===== config.mk =====
export PLATFORM = sky130hd
export DESIGN_NAME = pe_link_arbiter
export DESIGN_NICKNAME = d
export VERILOG_FILES = /design/src/rtl/pe_link_arbiter.sv
export SDC_FILE = /design/constraint.sdc
export NUM_CORES = 1
export LEC_CHECK = 0
export ABC_AREA = 1
export BUFFER_PORTS_ARGS = -buffer_cell sky130_fd_sc_hd__buf_2
export CAP_MARGIN = 10
export CORE_AREA = 4 4 51 99
export DETAILED_ROUTE_END_ITERATION = 10
export DIE_AREA = 0 0 55 103
export PLACE_DENSITY = 0.93
export SYNTH_ARGS = -nofsm -noshare
export SYNTH_HDL_FRONTEND = slang
export SYNTH_SLANG_ARGS = --single-unit

===== constraint.sdc =====
create_clock -name clk -period 4.7 [get_ports clk]
set_input_delay 0.94 -clock clk [delete_from_list [all_inputs] [get_ports clk]]
set_output_delay 0.94 -clock clk [all_outputs]
set_load 0.01 [all_outputs]

===== src/rtl/pe_link_arbiter.sv =====
// pe_link_arbiter
// ---------------
// Credit-based round-robin arbiter that shares one 20-bit processing-element
// injection link between four local flit sources. One source is granted per
// cycle, and only while a downstream buffer credit is available. The winning
// flit is registered onto the link. Credits come back on 'ci', one per cycle
// that it is high.
//
// Compile-time option:
//   PE_ARB_PKT_LOCK_EN  When defined, the arbiter does wormhole locking. A
//                       granted head flit locks the link to its source until
//                       that source's tail (or a single) flit is granted.
//                       When undefined, the flit type bits are ignored and
//                       every grant advances the round-robin pointer.
//
// Ports:
//   clk         sole clock, rising edge
//   rst         synchronous active-high reset
//   req         per-source flit valid, held with its flit until granted
//   flit0..3    source flits; [19:18] = type (10 head, 00 body, 01 tail,
//               11 single)
//   ci          credit return, one credit per cycle high
//   gnt         one-hot combinational grant; the flit is consumed this cycle
//   dataout     registered link flit
//   out_valid   registered; high for the cycle dataout carries a new flit
//   credit_cnt  currently available downstream credits
//   err_ovf     sticky overflow flag (credit returned while already full)

module pe_link_arbiter #(
    parameter int N_REQ   = 4,
    parameter int CREDITS = 7
) (
    input  logic             clk,
    input  logic             rst,
    input  logic [N_REQ-1:0] req,
    input  logic [19:0]      flit0,
    input  logic [19:0]      flit1,
    input  logic [19:0]      flit2,
    input  logic [19:0]      flit3,
    input  logic             ci,
    output logic [N_REQ-1:0] gnt,
    output logic [19:0]      dataout,
    output logic             out_valid,
    output logic [2:0]       credit_cnt,
    output logic             err_ovf
);

    logic [1:0]       rr_ptr;
    logic [N_REQ-1:0] eligible;
    logic [1:0]       winner;
    logic [1:0]       search_idx;
    logic             any_grant;
    logic [19:0]      flit_sel;

`ifdef PE_ARB_PKT_LOCK_EN
    localparam logic [0:0] ST_IDLE   = 1'b0;
    localparam logic [0:0] ST_LOCKED = 1'b1;

    localparam logic [1:0] FT_HEAD   = 2'b10;
    localparam logic [1:0] FT_TAIL   = 2'b01;
    localparam logic [1:0] FT_SINGLE = 2'b11;

    logic [0:0]       state;
    logic [1:0]       own;
    logic [N_REQ-1:0] own_mask;
    logic [1:0]       flit_type;

    // While a packet owns the link only its source may compete, so a
    // packet's flits are never interleaved with another source's flits.
    always_comb begin
        own_mask      = '0;
        own_mask[own] = 1'b1;
        if (state == ST_LOCKED) begin
            eligible = req & own_mask;
        end else begin
            eligible = req;
        end
    end
`else
    // Per-flit arbitration: every request competes on every cycle.
    always_comb begin
        eligible = req;
    end
`endif

    // Round-robin search starting at rr_ptr and wrapping modulo 4. Nothing
    // is granted during reset or with no credit left; a credit arriving this
    // cycle only becomes usable next cycle, since the search looks at the
    // registered count.
    always_comb begin
        any_grant  = 1'b0;
        winner     = 2'd0;
        search_idx = 2'd0;
        gnt        = '0;
        if (!rst && credit_cnt != 3'd0) begin
            for (int k = 0; k < N_REQ; k++) begin
                search_idx = rr_ptr + 2'(k);
                if (!any_grant && eligible[search_idx]) begin
                    any_grant = 1'b1;
                    winner    = search_idx;
                end
            end
        end
        if (any_grant) begin
            gnt[winner] = 1'b1;
        end
    end

    // Selects the winning source's flit for the output register and for
    // the flit-type decode used by the packet lock.
    always_comb begin
        case (winner)
            2'd0:    flit_sel = flit0;
            2'd1:    flit_sel = flit1;
            2'd2:    flit_sel = flit2;
            default: flit_sel = flit3;
        endcase
    end

    // Credit counter: a send consumes one credit and a return restores one;
    // both together cancel out. A return while already full is an upstream
    // protocol error: the count holds and the sticky flag is raised. It
    // cannot underflow because nothing is granted at zero.
    always_ff @(posedge clk) begin
        if (rst) begin
            credit_cnt <= 3'(CREDITS);
            err_ovf    <= 1'b0;
        end else begin
            if (any_grant && !ci) begin
                credit_cnt <= credit_cnt - 3'd1;
            end else if (ci && !any_grant) begin
                if (credit_cnt == 3'(CREDITS)) begin
                    err_ovf <= 1'b1;
                end else begin
                    credit_cnt <= credit_cnt + 3'd1;
                end
            end
        end
    end

    // Link output register. dataout keeps its last flit when idle, so only
    // out_valid tells the router whether a new flit is present.
    always_ff @(posedge clk) begin
        if (rst) begin
            dataout   <= 20'd0;
            out_valid <= 1'b0;
        end else begin
            out_valid <= any_grant;
            if (any_grant) begin
                dataout <= flit_sel;
            end
        end
    end

`ifdef PE_ARB_PKT_LOCK_EN
    assign flit_type = flit_sel[19:18];

    // Wormhole FSM. A head flit locks the link to its source without moving
    // the pointer. The pointer moves only when a grant releases the link:
    // a single/body/tail grant in IDLE, or a tail/single grant in LOCKED.
    // Reset drops any lock in progress.
    always_ff @(posedge clk) begin
        if (rst) begin
            state  <= ST_IDLE;
            own    <= 2'd0;
            rr_ptr <= 2'd0;
        end else if (any_grant) begin
            case (state)
                ST_IDLE: begin
                    if (flit_type == FT_HEAD) begin
                        state <= ST_LOCKED;
                        own   <= winner;
                    end else begin
                        rr_ptr <= winner + 2'd1;
                    end
                end
                default: begin
                    if (flit_type == FT_TAIL || flit_type == FT_SINGLE) begin
                        state  <= ST_IDLE;
                        rr_ptr <= own + 2'd1;
                    end
                end
            endcase
        end
    end
`else
    // Without packet locking the pointer moves past the winner after every
    // grant.
    always_ff @(posedge clk) begin
        if (rst) begin
            rr_ptr <= 2'd0;
        end else if (any_grant) begin
            rr_ptr <= winner + 2'd1;
        end
    end
`endif

endmodule


==> key figures, run 1 <==
Finish
  – Share of cells above drive strength 1: 0.349
  – Nets: a little over 500
  – Layout fillers: 428
  – Synth-to-layout area growth: 30.6%
  – Final core utilization: 0.612
  – N_diodes: 0
  – Finished Layout Cells: 472

Die
  – Core box area: 4300 um2
  – Die ar.: approximately 5700 um2
  – I/O pins: ~120
  – Starting Density: 0.469
  – Num rows: 34
  – Chip Height: 103 um
  – Die X: around 55 um

STA
  – Slew Limit Fails: 0
  – Setup-failing EPs final: 0
  – Worst Tran Pin Value: around 740 ps
  – RSZ-0062 raised after global routing: false
  – Final period demand of the worst path: 4010 ps
  – Worst Clk Skew: 9.14 ps
  – Slew HR: 0.508
  – Hold Vio Cnt, Final: 0
  – Fmax: 249 MHz
  – Fin crit share: 0.854
  – Setup TNS: 0 ps

Detailed routing
  – Via/cell ratio: 5.24
  – Final wirelength: 6.12 mm
  – Vias: about 2500
  – Number of remaining DRC errors: 0
  – Drt wl/cell: 13.0 um
  – DRT Pass-1 Iters: 4
  – Iteration-0 DRC Markers: 62
  – Remaining antenna violation count: 0

Clock tree
  – H-tree depth: 1
  – Post-cts resize count: 0
  – Worst-Skew Late Latency: 280 ps
  – TritonCTS Buffers: 3
  – Hold Buf Count CTS: 0
  – Clk slew on worst S/H paths: 100 ps
  – TritonCTS clock tree: built
  – Clk sink count: 27
  – CTS Root Cell: clkbuf_8
  – CTS Buffer Depth: 2
  – Number of setup buffers added after CTS: 0

GRT
  – First-pass GRT wire length: just under 10 mm
  – GRT overflow: 0
  – Largest net degree at the start of global routing: 45
  – Initial antenna violation count: 0
  – Vias in the first global route: 2367
  – GRT Util Overall: 0.221

Logic synthesis
  – Synth cell count leaders: 94 x nand2_1, 41 x nand3_1, 39 x inv_1, 27 x dfxtp_1, 25 x a21oi_1
  – Netlist cell types: 27
  – Synthesized Nets: 407
  – Post-synth EDFFs: 0
  – Synth Flop Type: dfxtp_1
  – Top cell type's share of synthesized area: 0.268
  – Post-synthesis cell count: ~310
  – Asr flop ratio synth: 0
  – Top-count cell post-synth: nand2_1
  – Post-Syn Area per Cell: 6.42 um2
  – #FFs+latches synth: 27
  – Synth area leaders: dfxtp_1 27%, nand2_1 18%, nand3_1 10%, a221oi_1 8.7%, inv_1 7.3%
  – Netlist Area Pre-Place: 2010 um2
  – Ys Warns: 0
  – Register area share after synthesis: 0.268
  – Leading area contributor after synthesis: dfxtp_1

Placement
  – IO buf count: 115
  – Placed insts: between 400 and 500
  – Dpl hpwl: 4.83 mm
  – GPL Wtd Cong: 0.860

Power and ir drop
  – Worst vdd ir: 0.281 mV
  – Leakage: 1.59 nW
  – Power Density: 456 nW/um2

Setup path
  – CP Data Required Time: between 3000 and 4000 ps
  – Setup CP Type: register to primary output
  – Crit. End Element: primary output
  – Worst reg-to-reg setup slack: roughly 1700 ps
  – Worst Path Arrival: 3070 ps
  – Largest fanout on the critical path: 21
  – Worst Setup Start Kind: register

Status
  – Status: finished clean

Run
  – Max Cap Violations: 0

Worst hold path
  – HP Class: register to register
## sequential cells by signal, indices dropped and copies added (netlist names)
register and count:
dataout 20, rr_ptr 2, err_ovf 1, credit_cnt 3, out_valid 1
## critical path, cell delays in order, from the launching register on
cell and delay, ps:
dfxtp_1 600, inv_2 170, nand2_1 130, nand2_1 60
o21ai_1 160, inv_1 100, nand3_1 90, nand2_1 60
inv_2 60, nand2_2 160, inv_1 130, ha_1 640
inv_1 130, nor2_1 150, buf_2 150
## layer usage
metal,wire length (um),up-vias,GRT usage
li1,-,1237,-
met1,2220,1136,0.238
met2,3420,90,0.418
met3,346,12,0.0188
met4,140,0,0.0824
met5,0,-,0
## path summary, 6_finish.rpt
path | start | endpoint | cells past startpoint
max | rr_ptr[0] | gnt[2] | 14
min | dataout[4] | dataout[4] | 2
max reg2reg | rr_ptr[0] | dataout[12] | 17
min reg2reg | dataout[4] | dataout[4] | 2
## final cells by class
type	instances	area, um2	share of cell area
clock inverter	1	7.51	0.00285
timing repair buffer	119	606	0.230
clock buffer	3	41.3	0.0157
inverter	45	171	0.0651
multi-input combinational	223	1200	0.455
tap	54	67.6	0.0257
sequential	27	541	0.205
## per-stage QoR
stage	setup slack [ps]	hold WS, ps	cell area [um2]	power (mW)
after floorplan	1230	492	2010	0.864
after global placement	859	455	2580	1.04
after detailed placement	705	461	2580	1.07
after CTS	688	477	2630	1.21
after global routing	377	496	2630	1.31
final	685	475	2630	1.20
## cells by family after synthesis
family          Yosys count  synth area share
compound gates           54             0.173
xor+xnor                  1           0.00435
buf+inv                  64             0.137
simple gates            162             0.376
fa+ha+maj                 6            0.0410
flops                    27             0.268
## power breakdown
part           switching, mW  internal, mW
registers             0.0541         0.317
logic                  0.421         0.270
clock network         0.0770        0.0602
total                  0.552         0.647
## layout by cell type, fill, tap and decap left out, drive strengths merged
cell,synthesis,layout
nor2,10,10
clkinvlp,0,1
a31oi,1,1
dfxtp,27,27
xor2,1,1
inv,45,45
o31ai,1,1
nor3,1,1
clkbuf,12,3
nand2,102,102
ha,5,5
buf,7,119
a21oi,25,25
a221oi,20,20
o21ai,7,7
fa,1,1
nand3,49,49
No activity file was read; power rests on OpenSTA's default activity.
==> run 2, diff against run 1 <==
- ABC_AREA: 1 -> not set
- CORE_AREA: 4 4 51 99 -> 4 4 50 97
- DIE_AREA: 0 0 55 103 -> 0 0 54 101
- PLACE_DENSITY: 0.93 -> 0.92
==> run 2 against run 1 <==
Compared with the run above: via count shrank 19%; sequential power shrank 22%; power is 40% lower; first-iteration DRC count fell by 37%.
==> key figures, run 2 <==
Die
  – I/O pins: 116 (unchanged)
  – Core box area: 4090 um2 (was 4300 um2)
  – Num rows: 33 (was 34)
  – Chip Height: 101 um (was 103 um)
  – Die X: 54 um (was 55 um)
  – Die ar.: 5450 um2 (was 5670 um2)
  – Starting Density: 0.451 (was 0.469)

GRT
  – GRT overflow: 0 (unchanged)
  – Vias in the first global route: 1990 (was 2367)
  – GR peak layer: met2 (unchanged)
  – Initial antenna violation count: 0 (unchanged)
  – M3 GR Usage: 0.0281 (was 0.0188)
  – Met1 Resource Use GR: 0.224 (was 0.238)
  – First-pass GRT wire length: 8.92 mm (was 9.60 mm)
  – Global routing usage on met2: 0.411 (was 0.418)
  – GRT Util Overall: 0.220 (was 0.221)
  – Largest net degree at the start of global routing: 49 (was 45)

Finish
  – Biggest regs: dataout (20), credit_cnt (3), rr_ptr (2) (unchanged)
  – Largest register FFs: 20 (unchanged)
  – Nets: 400 (was 512)
  – Share of cells above drive strength 1: 0.467 (was 0.349)
  – Most frequent cells in the layout: 115 x buf_2, 31 x inv_1, 27 x dfxtp_1 (was 115 x buf_2, 94 x nand2_1, 41 x nand3_1)
  – Synth-to-layout area growth: 33.0% (was 30.6%)
  – N_diodes: 0 (unchanged)
  – Finished Layout Cells: 358 (was 472)
  – Largest Register: dataout (unchanged)
  – Commonest non-fill, non-tap cell in the layout: buf_2 (unchanged)

STA
  – Setup TNS: 0 ps (unchanged)
  – Slew HR: 0.106 (was 0.508)
  – Fin crit share: 0.908 (was 0.854)
  – Final period demand of the worst path: 4270 ps (was 4010 ps)
  – Worst Clk Skew: 6.04 ps (was 9.14 ps)
  – RSZ-0062 raised after global routing: false (unchanged)
  – Fmax: 234 MHz (was 249 MHz)
  – Slew Limit Fails: 0 (unchanged)
  – Worst Setup Slack, final: 434 ps (was 685 ps)
  – Hold_ws: 484 ps (was 475 ps)
  – Setup-failing EPs final: 0 (unchanged)
  – Worst Tran Pin Value: 1340 ps (was 738 ps)
  – Hold Vio Cnt, Final: 0 (unchanged)

Detailed routing
  – Vias: 2004 (was 2475)
  – Drt wl/cell: 16.8 um (was 13.0 um)
  – Iteration-0 DRC Markers: 39 (was 62)
  – DRT Pass-1 Iters: 6 (was 4)
  – Number of remaining DRC errors: 0 (unchanged)
  – Final wirelength: 6.02 mm (was 6.12 mm)
  – Via/cell ratio: 5.60 (was 5.24)
  – Remaining antenna violation count: 0 (unchanged)

Power and ir drop
  – Pwr Total: 716 uW (was 1.20 mW)
  – Worst vdd ir: 0.183 mV (was 0.281 mV)
  – Leakage: 1.15 nW (was 1.59 nW)
  – Power Density: 292 nW/um2 (was 456 nW/um2)

Clock tree
  – Post-cts resize count: 0 (unchanged)
  – Clk slew on worst S/H paths: 100 ps (about the same)
  – TritonCTS Buffers: 3 (unchanged)
  – Worst-Skew Late Latency: 270 ps (was 280 ps)
  – H-tree depth: 1 (unchanged)
  – Clk sink count: 27 (unchanged)
  – Number of setup buffers added after CTS: 0 (unchanged)
  – TritonCTS clock tree: built (unchanged)
  – CTS Buffer Depth: 2 (unchanged)
  – Hold Buf Count CTS: 0 (unchanged)
  – CTS Root Cell: clkbuf_8 (unchanged)

Logic synthesis
  – Leading area contributor after synthesis: dfxtp_1 (unchanged)
  – Post-synth EDFFs: 0 (unchanged)
  – Netlist Area Pre-Place: 1840 um2 (was 2010 um2)
  – Ys Warns: 0 (unchanged)
  – Synth Flop Type: dfxtp_1 (unchanged)
  – Register area share after synthesis: 0.293 (was 0.268)
  – Top-count cell post-synth: inv_1 (was nand2_1)
  – Top cell type's share of synthesized area: 0.293 (was 0.268)
  – Post-Syn Area per Cell: 9.07 um2 (was 6.42 um2)
  – Asr flop ratio synth: 0 (unchanged)
  – #FFs+latches synth: 27 (unchanged)
  – Synth area leaders: dfxtp_1 29%, o32ai_2 18%, a221o_1 11%, inv_1 6.3%, a21oi_1 6.3% (was dfxtp_1 27%, nand2_1 18%, nand3_1 10%, a221oi_1 8.7%, inv_1 7.3%)
  – Netlist cell types: 36 (was 27)
  – Synth cell count leaders: 31 x inv_1, 27 x dfxtp_1, 23 x a21oi_1, 22 x o21ai_0 (was 94 x nand2_1, 41 x nand3_1, 39 x inv_1, 27 x dfxtp_1, 25 x a21oi_1)
  – Post-synthesis cell count: 203 (was 314)
  – Synthesized Nets: 296 (was 407)

Setup path
  – Worst Setup Start Kind: input pin (was register)
  – Worst reg-to-reg setup slack: 1070 ps (was 1650 ps)
  – Crit path from: req[2] (was rr_ptr[0])
  – Largest fanout on the critical path: 24 (was 21)
  – CP Data Required Time: 3760 ps (about the same)
  – Crit. End Element: primary output (unchanged)
  – R2R Path Start: credit_cnt[0] (was rr_ptr[0])
  – Setup CP Type: input pin to primary output (was register to primary output)
  – Worst Path Arrival: 3330 ps (was 3070 ps)

Placement
  – Dpl ws: 213 ps (was 705 ps)
  – IO buf count: 115 (unchanged)
  – GPL Wtd Cong: 0.782 (was 0.860)
  – Dpl hpwl: 4.41 mm (was 4.83 mm)
  – Placed insts: 353 (was 468)

Status
  – Status: finished clean (unchanged)

Worst hold path
  – HP Class: register to register (unchanged)
  – Hold Path Origin: err_ovf (was dataout[4])

Run
  – Max Cap Violations: 0 (unchanged)
run 2: cell types whose count changed in the layout (fill, tap and decap cells not counted), sizes merged, moves of 3 or more:
| cell | previous run | this run |
|---|---|---|
| nand2 | 102 | 2 |
| nand3 | 49 | 1 |
| a221o | 0 | 20 |
| a221oi | 20 | 0 |
| o32ai | 0 | 20 |
| o21ai | 7 | 22 |
| inv | 45 | 31 |
| nor2 | 10 | 5 |
| and2 | 0 | 3 |
| and3b | 0 | 3 |
run 2: cell type report:
type	count	area [um2]
clock buffer	4	45.0
inverter	31	116
fill	408	1640
timing repair buffer	117	591
tap	52	65.1
multi-input combinational	127	1090
sequential	27	541
run 2: path summary, 6_finish.rpt:
| kind | to | depth (start not counted) |
|---|---|---|
| max | gnt[2] | 9 |
| min | err_ovf | 2 |
| max reg2reg | dataout[10] | 8 |
| min reg2reg | err_ovf | 2 |
run 2: through the flow:
step / utilization / instance area, um2
2_1_floorplan: - / 1840
3_3_place_gp: 0.586 / 2400
3_5_place_dp: 0.586 / 2400
4_1_cts: 0.597 / 2440
5_1_grt: 0.599 / 2450
6_report: 0.599 / 2450
run 2: kinds of logic after synthesis:
family | share of synthesized area
simple gates | 0.0768
mux | 0.00543
flops | 0.293
xor+xnor | 0.00476
fa+ha+maj | 0.0448
buf+inv | 0.118
compound gates | 0.457
run 2: routing by layer:
layer / wire length, um / vias up / share of wire
li1: - / 974 / -
met1: 2050 / 939 / 0.34
met2: 3400 / 77 / 0.56
met3: 388 / 14 / 0.064
met4: 181 / 0 / 0.030
met5: 0 / - / 0
run 2: power breakdown:
| part | switching (mW) | internal (mW) | total [mW] |
|---|---|---|---|
| Sequential | 0.0237 | 0.264 | 0.288 |
| Clock | 0.0755 | 0.0609 | 0.136 |
| Combinational | 0.155 | 0.137 | 0.292 |
run 2: critical path, cell delays in order:
cell,delay [ps]
buf_2,130
or4_1,600
and3b_4,320
inv_1,100
nor4_1,90
inv_1,80
ha_1,710
and2_1,230
buf_2,130
==> run 3, diff against run 2 <==
- RECOVER_POWER: not set -> 50
==> run 3 against run 2 <==
Compared with the run above: die area stayed put; critical path depth did not move; clock skew down 0.61 ps; count of clock-buffer cells in the layout unchanged; global-route usage is the same; power down 1.0%; largest power group is now sequential cells; highest routed layer unchanged.
==> key figures, run 3 (synthesis gave the netlist of run 2 again) <==
Finish
  – Post-route cell area: 2420 um2 (was 2450 um2)
  – Commonest non-fill, non-tap cell in the layout: buf_2 (unchanged)
  – Share of cells above drive strength 1: 0.386 (was 0.467)
  – Synth-to-layout area growth: 31.3% (was 33.0%)
  – Largest register FFs: 20 (unchanged)
  – Largest Register: dataout (unchanged)
  – N_diodes: 0 (unchanged)
  – Most frequent cells in the layout: 90 x buf_2, 31 x inv_1, 27 x dfxtp_1 (was 115 x buf_2, 31 x inv_1, 27 x dfxtp_1)
  – Nets: 400 (unchanged)
  – Sequential cell area: 541 um2 (unchanged)
  – Layout fillers: 415 (was 408)
  – Biggest regs: dataout (20), credit_cnt (3), rr_ptr (2) (unchanged)
  – Area of the multi-input gates: 1090 um2 (unchanged)

STA
  – Fmax: 235 MHz (was 234 MHz)
  – Setup-failing EPs final: 0 (unchanged)
  – Worst Clk Skew: 5.42 ps (was 6.04 ps)
  – RSZ-0062 raised after global routing: false (unchanged)
  – Slew HR: 0.102 (was 0.106)
  – Setup TNS: 0 ps (unchanged)
  – Slew Limit Fails: 0 (unchanged)
  – Hold Vio Cnt, Final: 0 (unchanged)
  – Fin crit share: 0.904 (was 0.908)
  – Worst Tran Pin Value: 1350 ps (was 1340 ps)
  – Final period demand of the worst path: 4250 ps (was 4270 ps)

Setup path
  – Largest fanout on the critical path: 24 (unchanged)
  – FF-to-FF End: dataout[10] (unchanged)
  – Largest stage delay on the critical path: 690 ps (was 710 ps)
  – Cell family with most CP delay: simple AND/OR/NAND/NOR gates (unchanged)
  – Worst setup path endpoint: gnt[2] (unchanged)
  – Worst reg-to-reg setup slack: 1090 ps (was 1070 ps)
  – CP Data Required Time: 3760 ps (about the same)
  – Levels on crit path: 9 (unchanged)
  – R2R Path Start: credit_cnt[0] (unchanged)
  – Crit path cell chain: buf_2 > or4_1 > and3b_4 > inv_1 > nor4_1 > inv_1 > ha_1 > and2_1 > buf_2 (unchanged)
  – Crit path from: req[2] (unchanged)
  – Worst Path Buf+Inv: 4 (unchanged)
  – Setup CP Type: input pin to primary output (unchanged)
  – Worst Setup Start Kind: input pin (unchanged)
  – Slowest-stage cell, CP: ha_1 (unchanged)
  – R2R depth: 8 (unchanged)
  – Worst Path Arrival: 3310 ps (was 3330 ps)
  – Crit. End Element: primary output (unchanged)

Placement
  – GPL Wtd Cong: 0.782 (unchanged)
  – Dpl hpwl: 4.41 mm (unchanged)
  – IO buf count: 115 (unchanged)
  – Placed Area: 2400 um2 (unchanged)

Detailed routing
  – DRT Pass-1 Iters: 6 (unchanged)
  – Remaining antenna violation count: 0 (unchanged)
  – Number of remaining DRC errors: 0 (unchanged)
  – Final wirelength: 6.01 mm (was 6.02 mm)
  – Iteration-0 DRC Markers: 33 (was 39)
  – Drt wl/cell: 16.8 um (about the same)
  – Via/cell ratio: 5.62 (was 5.60)
  – Vias: 2012 (was 2004)

Run
  – Max Cap Violations: 0 (unchanged)

GRT
  – GRT Util Overall: 0.220 (unchanged)
  – First-pass GRT wire length: 8.92 mm (unchanged)
  – Initial antenna violation count: 0 (unchanged)
  – Vias in the first global route: 1990 (unchanged)
  – Largest net degree at the start of global routing: 49 (unchanged)
  – GRT overflow: 0 (unchanged)

Worst hold path
  – HP Class: register to register (unchanged)

Power and ir drop
  – Switch Pwr: 255 uW (was 254 uW)
  – Sw Ratio: 0.360 (was 0.354)
  – Worst vdd ir: 0.181 mV (was 0.183 mV)
  – Clock power frac: 0.193 (was 0.190)
  – Comb power frac: 0.399 (was 0.408)
  – Int Pwr: 454 uW (was 463 uW)
  – Leakage: 1.06 nW (was 1.15 nW)
  – Pwr Total: 709 uW (was 716 uW)
  – Power share of the sequential group: 0.408 (was 0.402)
  – Power Density: 293 nW/um2 (was 292 nW/um2)

Clock tree
  – Post-cts resize count: 0 (unchanged)
  – Clk sink count: 27 (unchanged)
  – Number of setup buffers added after CTS: 0 (unchanged)
  – CTS Buffer Depth: 2 (unchanged)
  – TritonCTS clock tree: built (unchanged)
  – Worst-Skew Late Latency: 270 ps (about the same)
  – H-tree depth: 1 (unchanged)
  – Hold Buf Count CTS: 0 (unchanged)
  – CTS Root Cell: clkbuf_8 (unchanged)
  – Clk slew on worst S/H paths: 100 ps (about the same)
  – TritonCTS Buffers: 3 (unchanged)

Die
  – Starting Density: 0.451 (unchanged)
  – Die ar.: 5450 um2 (unchanged)
  – Chip Height: 101 um (unchanged)
  – I/O pins: 116 (unchanged)
  – Core box area: 4090 um2 (unchanged)
  – Num rows: 33 (unchanged)
  – Die X: 54 um (unchanged)

Status
  – Status: finished clean (unchanged)
[run 3: worst register-to-register path, stage by stage (launching register included)]
cell	delay [ps]
dfxtp_1	450
or3_1	220
and3b_4	390
inv_1	100
nor4_1	520
ha_1	800
inv_1	510
o21ai_0	360
o32ai_2	110
[run 3: power groups by stage]
| stage | Sequential (mW) | Combinational (mW) | Clock [mW] |
|---|---|---|---|
| global placement | 0.291 | 0.280 | 0 |
| floorplan | 0.306 | 0.176 | 0 |
| CTS | 0.288 | 0.292 | 0.140 |
| detailed placement | 0.293 | 0.292 | 0 |
| global route | 0.294 | 0.314 | 0.148 |
| finish | 0.289 | 0.283 | 0.137 |
[run 3: layer usage]
layer  track usage  wire length [um]  vias up
met5             0                 0        -
met4         0.104               181        0
met3        0.0281               401       14
met2         0.411              3390       85
met1         0.224              2030      938
li1              -                 -      975
[run 3: how the worst min path moves through the flow]
stage                from    endpoint  depth (start not counted)
6_report          err_ovf     err_ovf                          2
5_1_grt        dataout[2]  dataout[2]                          2
4_1_cts           err_ovf     err_ovf                          2
3_5_place_dp      err_ovf     err_ovf                          2
3_3_place_gp      err_ovf     err_ovf                          2
2_1_floorplan     err_ovf     err_ovf                          2
[run 3: layout make-up]
type                            instances  share of cell area
Sequential cell                        27               0.223
Tap cell                               52              0.0269
Multi-Input combinational cell        127               0.452
Inverter                               31              0.0481
Timing Repair Buffer                  117               0.231
Clock buffer                            4              0.0186
[run 3: metrics by stage]
stage          setup WS [ps]   util  cells  hold slack, ps
3_3_place_gp             401  0.586    353             457
6_report                 449  0.592    358             484
5_1_grt                  157  0.592    358             516
3_5_place_dp             213  0.586    353             464
4_1_cts                  236  0.597    357             489
2_1_floorplan           1260      -    203             511
